--- config.mk ---
export PLATFORM = sky130hd
export DESIGN_NAME = spike_event_arbiter
export DESIGN_NICKNAME = d
export VERILOG_FILES = /design/src/rtl/spike_event_arbiter.sv
export SDC_FILE = /design/constraint.sdc
export NUM_CORES = 1
export LEC_CHECK = 0
export ABC_AREA = 1
export BUFFER_PORTS_ARGS = -buffer_cell sky130_fd_sc_hd__buf_2
export CORE_MARGIN = 4
export CORE_UTILIZATION = 50
export CTS_CLUSTER_SIZE = 10
export DETAILED_ROUTE_END_ITERATION = 10
export HOLD_SLACK_MARGIN = 0.08
export PLACE_DENSITY = 0.68
export SLEW_MARGIN = 10
export SYNTH_ARGS = -nofsm -noshare
export SYNTH_HDL_FRONTEND = slang
export SYNTH_SLANG_ARGS = --single-unit
--- constraint.sdc ---
create_clock -name clk -period 5.55 [get_ports clk]
set_input_delay 0.2775 -clock clk [delete_from_list [all_inputs] [get_ports clk]]
set_output_delay 0.2775 -clock clk [all_outputs]
set_load 0.02 [all_outputs]
--- src/rtl/spike_event_arbiter.sv ---
// Merges spike events from NUM_SRC producers onto one shared spike bus.
// Each source has its own FIFO; a round-robin scheduler issues at most one event per clock.
module spike_event_arbiter #(
  parameter int NUM_SRC    = 4,
  parameter int FIFO_DEPTH = 4,
  parameter int ADDR_W     = 8
) (
  input  logic                                          clk,
  input  logic                                          reset,
  input  logic                                          enable,
  input  logic [NUM_SRC-1:0]                            src_valid,
  input  logic [NUM_SRC*ADDR_W-1:0]                     src_address,
  input  logic [NUM_SRC-1:0]                            src_on_off,
  output logic [NUM_SRC-1:0]                            src_ready,
  output logic                                          out_valid,
  output logic [ADDR_W-1:0]                             out_address,
  output logic                                          out_on_off,
  output logic [$clog2(NUM_SRC)-1:0]                    out_src_id,
  output logic [NUM_SRC*($clog2(FIFO_DEPTH)+1)-1:0]     fifo_level
);

  localparam int SRC_W = $clog2(NUM_SRC);
  localparam int IDX_W = $clog2(FIFO_DEPTH);
  localparam int PTR_W = IDX_W + 1;

  typedef struct packed {
    logic              on_off;
    logic [ADDR_W-1:0] address;
  } spike_t;

  spike_t           mem       [NUM_SRC][FIFO_DEPTH];
  spike_t           src_spike [NUM_SRC];
  logic [PTR_W-1:0] wr_ptr    [NUM_SRC];
  logic [PTR_W-1:0] rd_ptr    [NUM_SRC];
  logic [NUM_SRC-1:0] full, empty, push, pop;

  logic [SRC_W-1:0] rr_ptr;
  logic [SRC_W-1:0] cand;
  logic [SRC_W-1:0] grant_id;
  logic [SRC_W-1:0] next_ptr;
  logic             grant_valid;
  spike_t           head;

  // The extra pointer MSB distinguishes full (MSBs differ) from empty (all equal).
  for (genvar i = 0; i < NUM_SRC; i++) begin : g_src
    assign src_spike[i] = '{on_off: src_on_off[i], address: src_address[i*ADDR_W +: ADDR_W]};
    assign full[i]      = (wr_ptr[i] == {~rd_ptr[i][PTR_W-1], rd_ptr[i][IDX_W-1:0]});
    assign empty[i]     = (wr_ptr[i] == rd_ptr[i]);
    assign src_ready[i] = ~full[i];
    assign push[i]      = src_valid[i] & ~full[i];
    assign pop[i]       = grant_valid && (grant_id == SRC_W'(i));
    assign fifo_level[i*PTR_W +: PTR_W] = wr_ptr[i] - rd_ptr[i];
  end

  // Search order p, p+1, ... modulo NUM_SRC; registered FIFO state only, so no bypass.
  // NOTE: every combinational output gets a default first, so no path can infer a latch.
  always_comb begin
    grant_valid = 1'b0;
    grant_id    = '0;
    cand        = '0;
    for (int k = 0; k < NUM_SRC; k++) begin
      cand = SRC_W'((int'(rr_ptr) + k) % NUM_SRC);
      if (enable && !grant_valid && !empty[cand]) begin
        grant_valid = 1'b1;
        grant_id    = cand;
      end
    end
  end

  assign head     = mem[grant_id][rd_ptr[grant_id][IDX_W-1:0]];
  assign next_ptr = (grant_id == SRC_W'(NUM_SRC - 1)) ? '0 : grant_id + 1'b1;

  // NOTE: sequential state uses non-blocking assignments so every register samples pre-edge values.
  always_ff @(posedge clk) begin
    if (reset) begin
      for (int i = 0; i < NUM_SRC; i++) begin
        wr_ptr[i] <= '0;
        rd_ptr[i] <= '0;
      end
      rr_ptr      <= '0;
      out_valid   <= 1'b0;
      out_address <= '0;
      out_on_off  <= 1'b0;
      out_src_id  <= '0;
    end else begin
      for (int i = 0; i < NUM_SRC; i++) begin
        if (push[i]) wr_ptr[i] <= wr_ptr[i] + 1'b1;
        if (pop[i])  rd_ptr[i] <= rd_ptr[i] + 1'b1;
      end
      out_valid <= grant_valid;
      if (grant_valid) begin
        out_address <= head.address;
        out_on_off  <= head.on_off;
        out_src_id  <= grant_id;
        rr_ptr      <= next_ptr;
      end
    end
  end

  // NOTE: storage is not reset; the cleared pointers make any stale contents unreachable.
  always_ff @(posedge clk) begin
    for (int i = 0; i < NUM_SRC; i++) begin
      if (push[i]) mem[i][wr_ptr[i][IDX_W-1:0]] <= src_spike[i];
    end
  end

endmodule

==> run summary, run 1 <==
• cell count of the worst reg-to-reg path: 20
• share of layout cells above drive strength 1: 12.5%
• placeable core region: 0.0186 mm2
• routed metal-1 wire length: 8.96 mm
• required time worst endpoint: 5890 ps
• top cells by area, synth: sky130_fd_sc_hd__edfxtp_1, sky130_fd_sc_hd__nand2_1, sky130_fd_sc_hd__nand3_1, sky130_fd_sc_hd__inv_1, sky130_fd_sc_hd__ha_1
• number of nets still failing antenna checks after routing: 0
• Clock Latency Late Sink: 440 ps
• worst hold-check path type: input port to flip-flop
• min cycle time layout: 4120 ps
• DR pass1 iterations: 7
• kind of critical path: flip-flop to flip-flop
• wire length after detailed routing: 21.1 mm
• register-to-register setup slack: 1430 ps
• number of levels in the clock H-tree: 4
• diodes inserted: 0
• capturing point of the worst reg2reg path: out_address[0]
• starting density of the core: 50.7%
• clock tree from TritonCTS: done
• post-synthesis cell type count: 30
• antenna violations before repair: 0
• clock-pin slew reported for the worst setup and hold paths after clock tree synthesis: 70 ps
• most frequent cells in the layout: sky130_fd_sc_hd__nand2_1, sky130_fd_sc_hd__inv_1, sky130_fd_sc_hd__nand3_1
• net count of the finished layout: 1182
• average size of a mapped cell: 9.23 um2
• number of failing hold endpoints at the final stage: 0
• Critical Path Sink Type: flip-flop
• count of unresolved DRC violations after routing: 0
• clock net sink count: 182
• wire length of the first global-routing pass: 33.6 mm
• leakage power figure: 0.00505 uW
• count of input and output buffers: 70
• placed wire-length estimate: 15.1 mm
• post-synthesis sequential area ratio: 56.3%
• post_cts resized: 0
• Yosys reg bits: 182
• area of the die: 0.0212 mm2
• Post-Synthesis Net Count: 1103
• number of CTS-inserted buffers: 17
• post-synthesis instance area: 0.00945 mm2
• unrepaired setup endpoints after global routing: no
• cell row count: 50
• setup total negative slack: 0 ps
• highest metal layer with signal wires: met4
• vias in the first global route: 6717
• destination of the worst hold path: mem[3][14]
• Clock Tree Buf Depth: 2
• total via count in the routed design: 6784
• period utilization: 74.2%
• CP arrival: 4460 ps
• routed vias/inst: 5.03
• synthesized instance count: 1024
• Routability Congestion: 0.882
• endpoints failing setup: 0
• cts-stage hold buffer count: 27
• num ports: 71
• First DRT Iteration DRCs: 492
• overflow left after global routing: 0
• wire length per cell: 15.6 um
• dominant cell type by area after synthesis: sky130_fd_sc_hd__edfxtp_1
• Placement Cell Area: 0.00984 mm2
• startpoint types: flip-flop
• Slew Viols, Final: 0
• number of post-CTS setup repair buffers: 0
• synthesis-to-finish area growth: 12.9%
• library cell used as clock root buffer: sky130_fd_sc_hd__clkbuf_16
• met3 WL post-DR: 870 um
• # fillers: 1659
• Worst Tran Pin Value: 966 ps
• met2 routed WL: 10.5 mm
• Pwr per Cell Area: 504 mW/mm2
• DIE WIDTH: 145 um
• number of warning messages in the yosys log: 0
• Hold Path Cell Cnt: 1
• Achievable Freq: 243 MHz
• Worst R2R Start: rd_ptr[3][0]
• Min-Delay Startpoint: src_address[29]
• y dimension of the die: 145 um
• largest net degree at the start of global routing: 54
• area share of the leading cell type in the synthesized netlist: 53.4%
• worst setup skew after layout: 8.01 ps
• commonest non-fill, non-tap cell in the layout: sky130_fd_sc_hd__nand2_1
• run status: complete, no violations
• MaxCap Viol Count: 0
• overall fraction of global-route tracks in use: 20.2%
• Non-Filler Cell Area, Final: 0.0107 mm2
• highest net fanout along the worst path: 53
• tightest slew margin relative to the limit: 35.4%
• peak supply drop: 0.362 mV
area by class of cell:
cell class	count	area, um2	share of cell area (%)
flip-flops and latches	182	5330	49.9
inverters	217	820	7.68
multi-input cells	585	3030	28.4
clock inverters	14	124	1.16
clock buffers	18	429	4.02
well taps	234	293	2.74
repair buffers	100	646	6.05
metrics by stage:
step	setup slack, ps	hold WS [ps]	cells	utilization (%)	power, uW
floorplan	3020	376	1024	-	3750
global placement	1580	481	1290	52.8	4190
detailed placement	1470	487	1290	52.8	4230
CTS	1450	80.0	1349	57.2	5390
global route	1020	83.4	1350	57.2	5800
finish	1430	82.5	1350	57.2	5380
layer usage:
metal	global-route usage [%]	up-vias
li1	-	3406
met5	0	-
met3	3.46	41
met4	8.78	0
met1	25.0	3159
met2	35.0	178
synthesized netlist by cell type:
cell type                  count
sky130_fd_sc_hd__nand2_1     261
sky130_fd_sc_hd__inv_1       209
sky130_fd_sc_hd__nand3_1     171
sky130_fd_sc_hd__edfxtp_1    168
sky130_fd_sc_hd__nor2_1       57
sky130_fd_sc_hd__ha_1         32
sky130_fd_sc_hd__buf_2        18
sky130_fd_sc_hd__dfxtp_1      14
sky130_fd_sc_hd__buf_6        10
sky130_fd_sc_hd__nand2_2       9
sky130_fd_sc_hd__nand3b_1      9
sky130_fd_sc_hd__xnor2_1       8
sky130_fd_sc_hd__a21oi_1       7
sky130_fd_sc_hd__buf_4         7
sky130_fd_sc_hd__nand2_4       7
sky130_fd_sc_hd__inv_2         6
sky130_fd_sc_hd__nand3_2       6
sky130_fd_sc_hd__clkbuf_1      5
sky130_fd_sc_hd__fa_1          4
sky130_fd_sc_hd__inv_4         2
sky130_fd_sc_hd__nand4_2       2
sky130_fd_sc_hd__nor2_2        2
sky130_fd_sc_hd__o211ai_1      2
sky130_fd_sc_hd__o21ai_0       2
sky130_fd_sc_hd__nand3b_2      1
sky130_fd_sc_hd__nand4_1       1
sky130_fd_sc_hd__nor2_4        1
sky130_fd_sc_hd__o211ai_2      1
sky130_fd_sc_hd__o21ai_1       1
sky130_fd_sc_hd__xor2_4        1
worst max-delay path, cell delays in order (launching register included):
cell and delay (ps):
sky130_fd_sc_hd__edfxtp_1 490, sky130_fd_sc_hd__ha_1 350, sky130_fd_sc_hd__nand2_1 50, sky130_fd_sc_hd__inv_1 120, sky130_fd_sc_hd__nand3_1 110, sky130_fd_sc_hd__nand2_1 100, sky130_fd_sc_hd__nand2_1 80, sky130_fd_sc_hd__nand2_4 120
sky130_fd_sc_hd__nand4_1 140, sky130_fd_sc_hd__nand2_2 480, sky130_fd_sc_hd__nand2_4 490, sky130_fd_sc_hd__nand2_4 600, sky130_fd_sc_hd__nand2_1 150, sky130_fd_sc_hd__nand3_2 110, sky130_fd_sc_hd__nand2_4 170, sky130_fd_sc_hd__nand2_1 110
sky130_fd_sc_hd__nand2_1 50, sky130_fd_sc_hd__nand2_1 60, sky130_fd_sc_hd__nand3_1 90, sky130_fd_sc_hd__nand2_1 80, sky130_fd_sc_hd__inv_1 30
worst max path at each step:
stage / from / endpoint / slack (ps) / cells past startpoint
floorplan: rd_ptr[2][0] / rd_ptr[0][0] / 3020 / 16
global placement: rd_ptr[3][0] / out_address[1] / 1580 / 20
detailed placement: rd_ptr[3][0] / out_address[0] / 1470 / 20
CTS: rd_ptr[3][0] / out_address[0] / 1450 / 20
global route: rd_ptr[0][0] / out_on_off / 1020 / 20
finish: rd_ptr[3][0] / out_address[0] / 1430 / 20
logic make-up after synthesis:
kind of cell	Yosys count	share of synthesized area (%)
compound gates	13	0.820
xor+xnor	9	1.03
fa+ha+maj	36	5.08
buf+inv	257	11.6
flops	182	56.3
simple gates	527	25.2
registers in the layout, indices dropped and copies added (netlist names):
register     flops
mem            144
rr_ptr           2
out_address      8
out_valid        1
wr_ptr          12
out_on_off       1
rd_ptr          12
out_src_id       2
where the power goes:
group / switching [uW] / leakage (uW) / internal (uW)
Clock: 532 / 0.000273 / 623
Sequential: 104 / 0.00169 / 1700
Combinational: 1680 / 0.00309 / 746
Total: 2310 / 0.00505 / 3070
(Power assumes the default switching activity.)
==> run 2: changes to the inputs <==
==> constraint.sdc (replaced) <==
create_clock -name clk -period 4.3 [get_ports clk]
set_input_delay 0.215 -clock clk [delete_from_list [all_inputs] [get_ports clk]]
set_output_delay 0.215 -clock clk [all_outputs]
set_load 0.02 [all_outputs]
==> run summary, run 2 (same netlist as run 1, synthesis figures left out) <==
• run status: complete, no violations
• overall fraction of global-route tracks in use: 20.4%, +0.15 points
• Worst Tran Pin Value: 1090 ps, +126 ps
• wire length per cell: 15.7 um, +0.44%
• startpoint types: flip-flop
• Slew Viols, Final: 0, unchanged
• count of input and output buffers: 70, unchanged
• multi-input logic area: 0.00303 mm2, unchanged
• destination of the worst hold path: rr_ptr[0]
• MaxCap Viol Count: 0, unchanged
• num ports: 71, unchanged
• Achievable Freq: 281 MHz, +16%
• setup total negative slack: 0 ps, unchanged
• ordered list of cells on the worst path: ha_1 > nand2_1 > inv_1 > nand3_1 > nand2_2 > nand2_1 > nand2_2 > nand4_2 > nor2_4 > nand2_4 > nand2_4 > nand2_1 > nand3_2 > nand2_4 > nand2_1 > nand2_1 > nand2_1 > nand3_1 > nand2_1 > inv_1
• min cycle time layout: 3560 ps, -557 ps
• cell row count: 50, unchanged
• number of nets still failing antenna checks after routing: 0, unchanged
• leakage power figure: 0.00509 uW, +0.85%
• worst setup margin: 741 ps, -693 ps
• share of layout cells above drive strength 1: 12.5%, +0.056 points
• peak supply drop: 0.542 mV, +50%
• vias in the first global route: 6747, +0.45%
• highest metal layer with signal wires: met4
• clock-pin slew reported for the worst setup and hold paths after clock tree synthesis: 70 ps, about the same
• Hold Path Cell Cnt: 2, +1
• y dimension of the die: 145 um, unchanged
• reported net switching power: 3010 uW, +30%
• number of flip-flops in the largest register: 144, unchanged
• DIE WIDTH: 145 um, unchanged
• switching power as a share of total power: 43.1%, +0.085 points
• placeable core region: 0.0186 mm2, unchanged
• placed wire-length estimate: 15.2 mm, +0.48%
• capturing point of the worst reg2reg path: out_address[6]
• part of the total power dissipated in the clock network: 21.3%, -0.2 points
• area used by sequential logic in the layout: 0.00533 mm2, unchanged
• tightest slew margin relative to the limit: 26.9%, -8.4 points
• worst setup skew after layout: 8.28 ps, +0.272 ps
• met3 WL post-DR: 870 um, unchanged
• antenna violations before repair: 0, unchanged
• synthesis-to-finish area growth: 14.0%
• DR pass1 iterations: 7, unchanged
• wire length after detailed routing: 21.3 mm, +1.3%
• largest net degree at the start of global routing: 54, unchanged
• endpoints failing setup: 0, unchanged
• kind of critical path: flip-flop to flip-flop
• count of unresolved DRC violations after routing: 0, unchanged
• number of failing hold endpoints at the final stage: 0, unchanged
• register-to-register setup slack: 740 ps, -690 ps
• wire length of the first global-routing pass: 33.9 mm, +0.74%
• routed metal-1 wire length: 9.13 mm, +1.9%
• highest net fanout along the worst path: 53, unchanged
• First DRT Iteration DRCs: 444, -9.8%
• area of the die: 0.0212 mm2, unchanged
• # fillers: 1669, +0.60%
• cell count of the worst reg-to-reg path: 20, unchanged
• internal power: 3980 uW, +30%
• starting density of the core: 50.7%, unchanged
• clock net sink count: 182, unchanged
• Critical Path Sink Type: flip-flop
• Pwr per Cell Area: 649 mW/mm2, +29%
• number of levels in the clock H-tree: 4, unchanged
• number of CTS-inserted buffers: 17, unchanged
• Clock Latency Late Sink: 440 ps, about the same
• commonest non-fill, non-tap cell in the layout: sky130_fd_sc_hd__nand2_1
• sum of internal, switching and leakage power: 6990 uW, +30%
• CP arrival: 3900 ps, -560 ps
• Clock Tree Buf Depth: 2, unchanged
• routed vias/inst: 5.00, -0.43%
• Min-Delay Startpoint: reset
• diodes inserted: 0, unchanged
• total via count in the routed design: 6810, +0.38%
• library cell used as clock root buffer: sky130_fd_sc_hd__clkbuf_16
• unrepaired setup endpoints after global routing: no
• most frequent cells in the layout: sky130_fd_sc_hd__nand2_1, sky130_fd_sc_hd__inv_1, sky130_fd_sc_hd__nand3_1
• net count of the finished layout: 1193, +0.93%
• required time worst endpoint: 4640 ps, -1250 ps
• Routability Congestion: 0.865, -1.9%
• cell at the slowest stage of the critical path: sky130_fd_sc_hd__nand2_4
• overflow left after global routing: 0, unchanged
• Worst R2R Start: rd_ptr[1][0]
• clock tree from TritonCTS: done
• worst hold-check path type: input port to flip-flop
• met2 routed WL: 10.8 mm, +2.6%
• pre-CTS setup slack: 716 ps, -753 ps
• period utilization: 82.8%, +8.6 points
• Gate power share: 45.4%, +0.4 points
• crit path from: rd_ptr[1][0]
• power share of the sequential group: 33.3%, -0.2 points
• Worst path most repeated cell: sky130_fd_sc_hd__nand2_1
• highest cell delay on the worst timing path: 580 ps, -20 ps
==> run 2: changes by cell type in the layout (fill, tap and decap cells not counted), sizes merged <==
cell / change
dlygate4sd3: +8
buf: +3
clkinv: +2
inv: -2
==> run 2: layer usage <==
| layer | global-route usage, % | up-vias |
|---|---|---|
| li1 | - | 3419 |
| met5 | 0 | - |
| met1 | 25.1 | 3177 |
| met4 | 6.70 | 0 |
| met3 | 4.11 | 38 |
| met2 | 36.0 | 176 |
==> run 2: worst max path at each step <==
stage | slack (ps) | to
2_1_floorplan | 1770 | rd_ptr[0][0]
3_3_place_gp | 820 | out_on_off
3_5_place_dp | 720 | out_address[6]
4_1_cts | 690 | out_address[6]
5_1_grt | 400 | out_address[1]
6_report | 740 | out_address[6]
==> run 2: per-stage QoR <==
stage / area, um2 / instances / util [%] / hold slack [ps]
2_1_floorplan: 9450 / 1024 / - / 314
3_3_place_gp: 9860 / 1293 / 52.9 / 430
3_5_place_dp: 9860 / 1293 / 52.9 / 432
4_1_cts: 10800 / 1361 / 57.8 / 139
5_1_grt: 10800 / 1361 / 57.8 / 180
6_report: 10800 / 1361 / 57.8 / 158
==> run 2: layout make-up <==
| type | instances | share of cell area (%) |
|---|---|---|
| Timing Repair Buffer | 111 | 6.95 |
| Inverter | 217 | 7.61 |
| Clock buffer | 18 | 3.98 |
| Clock inverter | 14 | 1.15 |
| Tap cell | 234 | 2.72 |
| Sequential cell | 182 | 49.4 |
| Multi-Input combinational cell | 585 | 28.2 |
==> run 2: power groups by stage <==
stage / Clock (uW) / Combinational, uW / Sequential (uW)
after floorplan: 0 / 2490 / 2360
after global placement: 0 / 3110 / 2360
after detailed placement: 0 / 3140 / 2370
after CTS: 1500 / 3190 / 2330
after global routing: 1580 / 3580 / 2350
final: 1490 / 3170 / 2330
==> run 2: critical path: cells and delay by family, from the launching register on <==
kind | cells | cell delay [ps]
adder cells (fa/ha/maj) | 1 | 350
AND/OR/NAND/NOR | 17 | 2450
buffers and inverters | 2 | 130
flip-flops | 1 | 500
==> run 2: repair_timing <==
action | 4_1_cts | 5_1_grt
hold endpoints to repair | 144 | 0
hold buffers | 36 | 0
buffers inserted | 0 | 0
resized for setup | 0 | 0
